### config.mk
export PLATFORM = sky130hd
export DESIGN_NAME = pulse_sched
export DESIGN_NICKNAME = d
export VERILOG_FILES = /design/src/rtl/pulse_sched.sv
export SDC_FILE = /design/constraint.sdc
export NUM_CORES = 1
export LEC_CHECK = 0
export CAP_MARGIN = 20
export CORE_AREA = 4 4 52 54
export DETAILED_ROUTE_END_ITERATION = 8
export DIE_AREA = 0 0 56 58
export PLACE_DENSITY_LB_ADDON = 0.05
export SLEW_MARGIN = 10
export SYNTH_ARGS = -nofsm -noshare
export SYNTH_HDL_FRONTEND = slang
export SYNTH_SLANG_ARGS = --single-unit
export TNS_END_PERCENT = 20
### constraint.sdc
create_clock -name clk -period 2.1 [get_ports clk]
set_input_delay 0.63 -clock clk [delete_from_list [all_inputs] [get_ports clk]]
set_output_delay 0.63 -clock clk [all_outputs]
set_load 0.005 [all_outputs]
### src/rtl/pulse_sched.sv
//==============================================================================
// Module   : pulse_sched
// Purpose  : Collects rising-edge requests from NREQ lanes and serialises them
//            onto one shared pulse output. Lanes are served round-robin; each
//            pulse is PULSE_W cycles high and is followed by GAP idle cycles.
//            A request arriving on a lane that is already pending is dropped
//            and reported on the overflow strobe.
// Ports    : clk       - clock, rising edge
//            rst       - asynchronous active-high reset
//            sig       - [NREQ] per-lane request levels (rising edge = request)
//            pulse_sig - shared scheduled pulse
//            pulse_id  - [$clog2(NREQ)] lane owning the current pulse
//            pend      - [NREQ] per-lane pending flags
//            overflow  - one-cycle strobe when a request is dropped
// Options  : PULSE_SCHED_COUNT_EN - each lane keeps a 4-bit saturating count of
//            outstanding requests instead of a single pending bit.
// Revision : 1.0 - initial release
//==============================================================================
`default_nettype none

module pulse_sched #(
    parameter int NREQ    = 4,
    parameter int PULSE_W = 1,
    parameter int GAP     = 2
) (
    input  logic                    clk,
    input  logic                    rst,
    input  logic [NREQ-1:0]         sig,
    output logic                    pulse_sig,
    output logic [$clog2(NREQ)-1:0] pulse_id,
    output logic [NREQ-1:0]         pend,
    output logic                    overflow
);

    localparam int IW = $clog2(NREQ);

    localparam logic [1:0] S_IDLE  = 2'd0;
    localparam logic [1:0] S_PULSE = 2'd1;
    localparam logic [1:0] S_GAP   = 2'd2;

    // Terminal counts for the shared phase counter. GAP=0 never enters S_GAP,
    // so its terminal value is irrelevant there.
    localparam logic [3:0] PW_LAST  = 4'(PULSE_W - 1);
    localparam logic [3:0] GAP_LAST = 4'((GAP > 0) ? (GAP - 1) : 0);

    logic [1:0]      state;
    logic [3:0]      cnt;
    logic [NREQ-1:0] prev;
    logic [IW-1:0]   last_grant;

    logic [NREQ-1:0] rise;
    logic [NREQ-1:0] drop;
    logic [NREQ-1:0] grant_mask;
    logic            grant_valid;
    logic [IW-1:0]   grant_idx;

    assign rise = sig & ~prev;

    // Round-robin search starting just after the last granted lane.
    always_comb begin
        grant_valid = 1'b0;
        grant_idx   = '0;
        grant_mask  = '0;
        if (state == S_IDLE) begin
            for (int k = 1; k <= NREQ; k++) begin
                if (!grant_valid && pend[(int'(last_grant) + k) % NREQ]) begin
                    grant_valid = 1'b1;
                    grant_idx   = IW'((int'(last_grant) + k) % NREQ);
                end
            end
        end
        if (grant_valid) begin
            grant_mask[grant_idx] = 1'b1;
        end
    end

`ifdef PULSE_SCHED_COUNT_EN
    logic [3:0] count [NREQ];

    // Only an un-granted edge at a full counter is lost; an edge coinciding
    // with a grant cancels it and leaves the count unchanged.
    always_comb begin
        for (int i = 0; i < NREQ; i++) begin
            pend[i] = (count[i] != 4'd0);
            drop[i] = rise[i] && !grant_mask[i] && (count[i] == 4'hF);
        end
    end

    always_ff @(posedge clk or posedge rst) begin
        if (rst) begin
            for (int i = 0; i < NREQ; i++) begin
                count[i] <= 4'd0;
            end
        end else begin
            for (int i = 0; i < NREQ; i++) begin
                case ({rise[i] && !drop[i], grant_mask[i]})
                    2'b10:   count[i] <= count[i] + 4'd1;
                    2'b01:   count[i] <= count[i] - 4'd1;
                    default: count[i] <= count[i];
                endcase
            end
        end
    end
`else
    // The set term is OR-ed after the clear so an edge on the lane being
    // granted keeps it pending instead of being reported as a drop.
    assign drop = rise & pend & ~grant_mask;

    always_ff @(posedge clk or posedge rst) begin
        if (rst) begin
            pend <= '0;
        end else begin
            pend <= (pend & ~grant_mask) | rise;
        end
    end
`endif

    always_ff @(posedge clk or posedge rst) begin
        if (rst) begin
            state      <= S_IDLE;
            cnt        <= 4'd0;
            prev       <= '0;
            pulse_sig  <= 1'b0;
            pulse_id   <= '0;
            overflow   <= 1'b0;
            last_grant <= IW'(NREQ - 1);
        end else begin
            prev     <= sig;
            overflow <= |drop;
            case (state)
                S_IDLE: begin
                    if (grant_valid) begin
                        state      <= S_PULSE;
                        cnt        <= 4'd0;
                        pulse_sig  <= 1'b1;
                        pulse_id   <= grant_idx;
                        last_grant <= grant_idx;
                    end
                end
                S_PULSE: begin
                    if (cnt == PW_LAST) begin
                        pulse_sig <= 1'b0;
                        cnt       <= 4'd0;
                        state     <= (GAP > 0) ? S_GAP : S_IDLE;
                    end else begin
                        cnt <= cnt + 4'd1;
                    end
                end
                S_GAP: begin
                    if (cnt == GAP_LAST) begin
                        cnt   <= 4'd0;
                        state <= S_IDLE;
                    end else begin
                        cnt <= cnt + 4'd1;
                    end
                end
                default: begin
                    state     <= S_IDLE;
                    cnt       <= 4'd0;
                    pulse_sig <= 1'b0;
                end
            endcase
        end
    end

endmodule

`default_nettype wire
==> results.toml <==
[clock_network]
worstSkewPairLatency_ps = 300
h-tree-depth = 1
cts-root-buf = "clkbuf_4"
numCtsBuffers = 3
postCtsSetupRepairBufs = 0
clk_path_buf_depth = 2
hold_buffers = 0
cts_tree = "done"
clk_pin_slew_ps = 110
clkSinkCount = 20

[synthesis]
synth_top_area_cell = "dfrtp_1"
yosysWarnings = 0
synth_ff_type = "dfrtp_1"
ys_ff_latch = 20
synth_area_leaders = "dfrtp_1 (41%), ha_1 (6.9%), nand2_1 (6.9%), dfstp_2 (4.8%), inv_1 (4.1%)"
netlist_area_sq_um = 1090
syn-instance-count = 117
avgSynthCellArea_sq_um = 9.28
synth_edf_count = 0
synth_top_area_share = 0.415
yosysMostFrequentCell = "nand2_1"
netlist_top_cells_count = "nand2_1 (20), dfrtp_1 (18), inv_1 (12)"
synth_nets = 129
async_flop_share = 1.00
seq_area_frac_synth = 0.463
synth_cell_types = 31

[routing]
drtAntennaViolNets = 0
dr_wl_met3_microns = 93
drt-total-wl_mm = 2.08
drc = 0
vias = 884
top_layer = "met4"
wl_per_cell_microns = 12.9
initialDrtViolationCount = 14
met2WireLength_microns = 999
drtPass1Iterations = 4
routedLengthMet1_microns = 953
avgViaCountPerCell = 5.49

[worst_setup_path]
critical_path.top_delay_family = "buffers and inverters"
worstPathCellList = "clkdlybuf4s50_1"
crit_start = "pend[0]"
worst-path-buf-inv = 1
crit_path_end_kind = "output port"
cp.required_ps = 1470
start_kind = "register"
slowest_delay_ps = 560
slowest_stage = "clkdlybuf4s50_1"
crit_arrival_ps = 1370
criticalPathCategory = "reg2out"
crit_cells = 1
cp_max_fo = 9
worstRegToRegCells = 7
reg2reg_from = "state[1]"

[layout]
n_fill_cell = 197
post-route-util = 0.576
final_area_sq_um = 1270
multiInputGateArea_sq_um = 515
area_delta_synth_final_pct = 17.3
fin_cells = 161
fin_nets = 146
drive_gt1_frac = 0.0977
diodes = 0
regArea_sq_um = 504

[grt]
grt_start_max_net_pins = 21
antenna_found_initial = 0
grt_pass1_vias = 916
overflow = 0
grtUsageTotal = 0.146
grt_pass1_wl_mm = 3.84

[floorplanning]
core.rowCount = 17
num_io_pins = 14
die_area_sq_um = 3250
start_util = 0.491
core-area_sq_um = 2210
die_w_microns = 56
die_h_microns = 58

[timing]
fmax_ghz = 0.499
fin_ws_ps = 97.8
hold_viol = 0
finalCriticalPeriod_ps = 2000
timing.final.crit_share = 0.953
worstMarginPinSlew_ps = 523
maxSlewHeadroom = 0.648
drv_slew = 0
holdWs_ps = 451
grt_setup_unrepaired = "no"
setup_viol = 0
setup_tns_ps = 0
clock_skew_ps = 1.83

[hold_path]
min_path_cells = 1
hp-class = "reg2reg"
worstHoldStart = "prev[1]"

[placed_design]
dp_hpwl_mm = 1.56
placed_cell_area_sq_um = 1240
port_buffers = 13
dp_slack_ps = 313
gp_congestion = 0.801
dp.cells = 157

[power_and_ir_drop]
vdd.ir_drop.worst_uv = 733
cellLeakagePower_nw = 0.598
p_total_mw = 1.70
p_per_area_nw_per_um2 = 1330

[status]
outcome = "completed"

[run]
maxCapViolCount = 0
[timing repair]
action	CTS	global route
resized for setup	0	1
endpoints found under the setup margin	0	1
hold endpoints to repair	0	0
[final timing paths]
check / endpoint / slack (ps)
setup / recovery: pend[0] / 100
hold / removal: pend[1] / 450
setup reg to reg: cnt[2] / 300
hold reg to reg: pend[1] / 450
max in group asynchronous: last_grant[1] / 1200
min in group asynchronous: cnt[2] / 640
[state kept, by name (all words and copies together) (netlist names)]
signal	flops
cnt	4
pend	4
prev	4
last_grant	2
pulse_id	2
state	2
overflow	1
pulse_sig	1
[final cells by class]
cell class,instances,area share
timing repair buffer,14,0.108
multi-input combinational,83,0.405
clock buffer,4,0.0285
sequential,20,0.396
tap,28,0.0275
inverter,12,0.0354
[cell usage in the layout, fill, tap and decap left out, types with 2 or more instances in the layout]
master            n
o21ai_0           8
a21oi_1           5
nand3b_1          2
o31ai_1           5
inv_1            12
a21o_1            2
o221ai_1          2
nand2b_1          3
nor4_1            2
clkbuf_4          3
nor2_1            7
o22ai_1           2
o211ai_1          2
nand2_1          20
dfstp_2           2
nand3_1           2
dfrtp_1          17
clkdlybuf4s50_1  13
ha_1              6
nor3b_1           3
[cells by family after synthesis]
family / count (synthesis) / share of synthesized area
compound gates: 31 / 0.190
fa+ha+maj: 6 / 0.0691
buf+inv: 14 / 0.0622
flops: 20 / 0.463
simple gates: 46 / 0.215
[metal layers]
metal,track usage,up-vias
li1,-,438
met3,0.0356,4
met2,0.235,15
met5,0,-
met4,0.0814,0
met1,0.181,427
[report_power, final]
| group | switching (mW) | internal [mW] | leakage [nW] | total, mW |
|---|---|---|---|---|
| combinational | 0.409 | 0.390 | 0.341 | 0.799 |
| clock | 0.119 | 0.106 | 0.0210 | 0.225 |
| sequential | 0.149 | 0.525 | 0.235 | 0.674 |
| total | 0.677 | 1.02 | 0.598 | 1.70 |
Note: power is estimated with default switching activity, not from simulation.
==> variant, RTL diff (config.mk and constraints unchanged) <==
Set the parameter `NREQ` to 2 (it was 4).
--- a/src/rtl/pulse_sched.sv
+++ b/src/rtl/pulse_sched.sv
@@ -21,3 +21,3 @@
 module pulse_sched #(
-    parameter int NREQ    = 4,
+    parameter int NREQ    = 2,
     parameter int PULSE_W = 1,
Ports: changed (resized pend, pulse_id and sig); port bits go from 14 to 9. No check against the original RTL was run, so the function may have changed too.
==> variant against the unedited design <==
Power decreased by 22%; clock power fell by 31%; routed wire length decreased by 29%; area after synthesis down 26%; worst hold slack better by 0.048 ns; first-iteration DRC count shrank 71%; worst setup slack gained 0.24 ns; synthesized cell count fell by 32%; sequential cell count shrank 6; design area decreased by 26%.
==> variant: results (changes against the unedited design) <==
{| class="wikitable"
! Metric !! Value
|-
| Result of the run || completed
|-
| Net count after synthesis || 90 (-30%)
|-
| Count of plain and timing-repair buffers in the layout || 11 (-3)
|-
| Highest fanout seen on the critical path || 2 (-7)
|-
| Seq_cells || 14 (-30%)
|-
| Multi-input combinational cell count || 52 (-37%)
|-
| Met1 Wirelength || 685 um (-28%)
|-
| Worst setup path startpoint || pulse_sig$_DFFE_PP0P_
|-
| Endpoint of the worst hold path || pulse_id$_DFFE_PP0P_
|-
| Share of the final layout cell area in multi-input gates || 41.2% (+0.75 points)
|-
| Worst vdd ir || 535 uV (-27%)
|-
| GR met3 Demand/Resource || 5.35% (+1.8 points)
|-
| Inverters || 10 (-2)
|-
| Weighted congestion reported at the end of routability-driven placement || 0.778 (-2.9%)
|-
| Count of port buffers added during placement || 8 (-5)
|-
| Number of inserted filler cells in the final layout || 237 (+20%)
|-
| Met2 track demand over resource in global routing || 16.5% (-7.0 points)
|-
| Area delta synth->final || 17.1%
|-
| Pin count of the biggest net entering global routing || 15 (-29%)
|-
| Clock latency of the later-clocked register in the worst-skew pair || 0.28 ns (-0.02 ns)
|-
| Non-Clock Buffer Area Fraction || 10.9% (+0.099 points)
|-
| Area taken by flip-flops and latches || 352 um2 (-30%)
|-
| Amount of wire on met2 after detailed routing || 694 um (-31%)
|-
| Number of global-route vias before repair || 628 (-31%)
|-
| Routed wire length on met3 || 91 um (-2.2%)
|-
| Worst hold slack across all endpoints || 0.499 ns (+0.0484 ns)
|-
| Data arrival at the endpoint of the critical path || 1.13 ns (-0.24 ns)
|}
[variant: cell types whose count changed in the layout (fill, tap and decap cells not counted), sizes merged, moves of 3 or more]
| cell | before | now |
|---|---|---|
| o31ai | 5 | 1 |
| nand2 | 20 | 10 |
| nand2b | 3 | 0 |
| a21oi | 6 | 3 |
| o21ai | 8 | 4 |
| clkdlybuf4s50 | 13 | 8 |
| nor2 | 7 | 4 |
| dfrtp | 18 | 13 |
[variant: where the power goes]
group | total [uW] | switching [uW] | internal [uW]
clock | 156 | 82.7 | 73.6
combinational | 724 | 368 | 356
sequential | 437 | 64.7 | 372
[variant: cells by family (layout without fill, tap and decap cells)]
kind of cell	after synthesis	in the layout	synth area share, %
flops	14	14	43.8
buf+inv	13	25	7.94
mux	1	1	1.87
fa+ha+maj	7	7	10.9
compound gates	22	22	21.2
simple gates	22	22	14.3
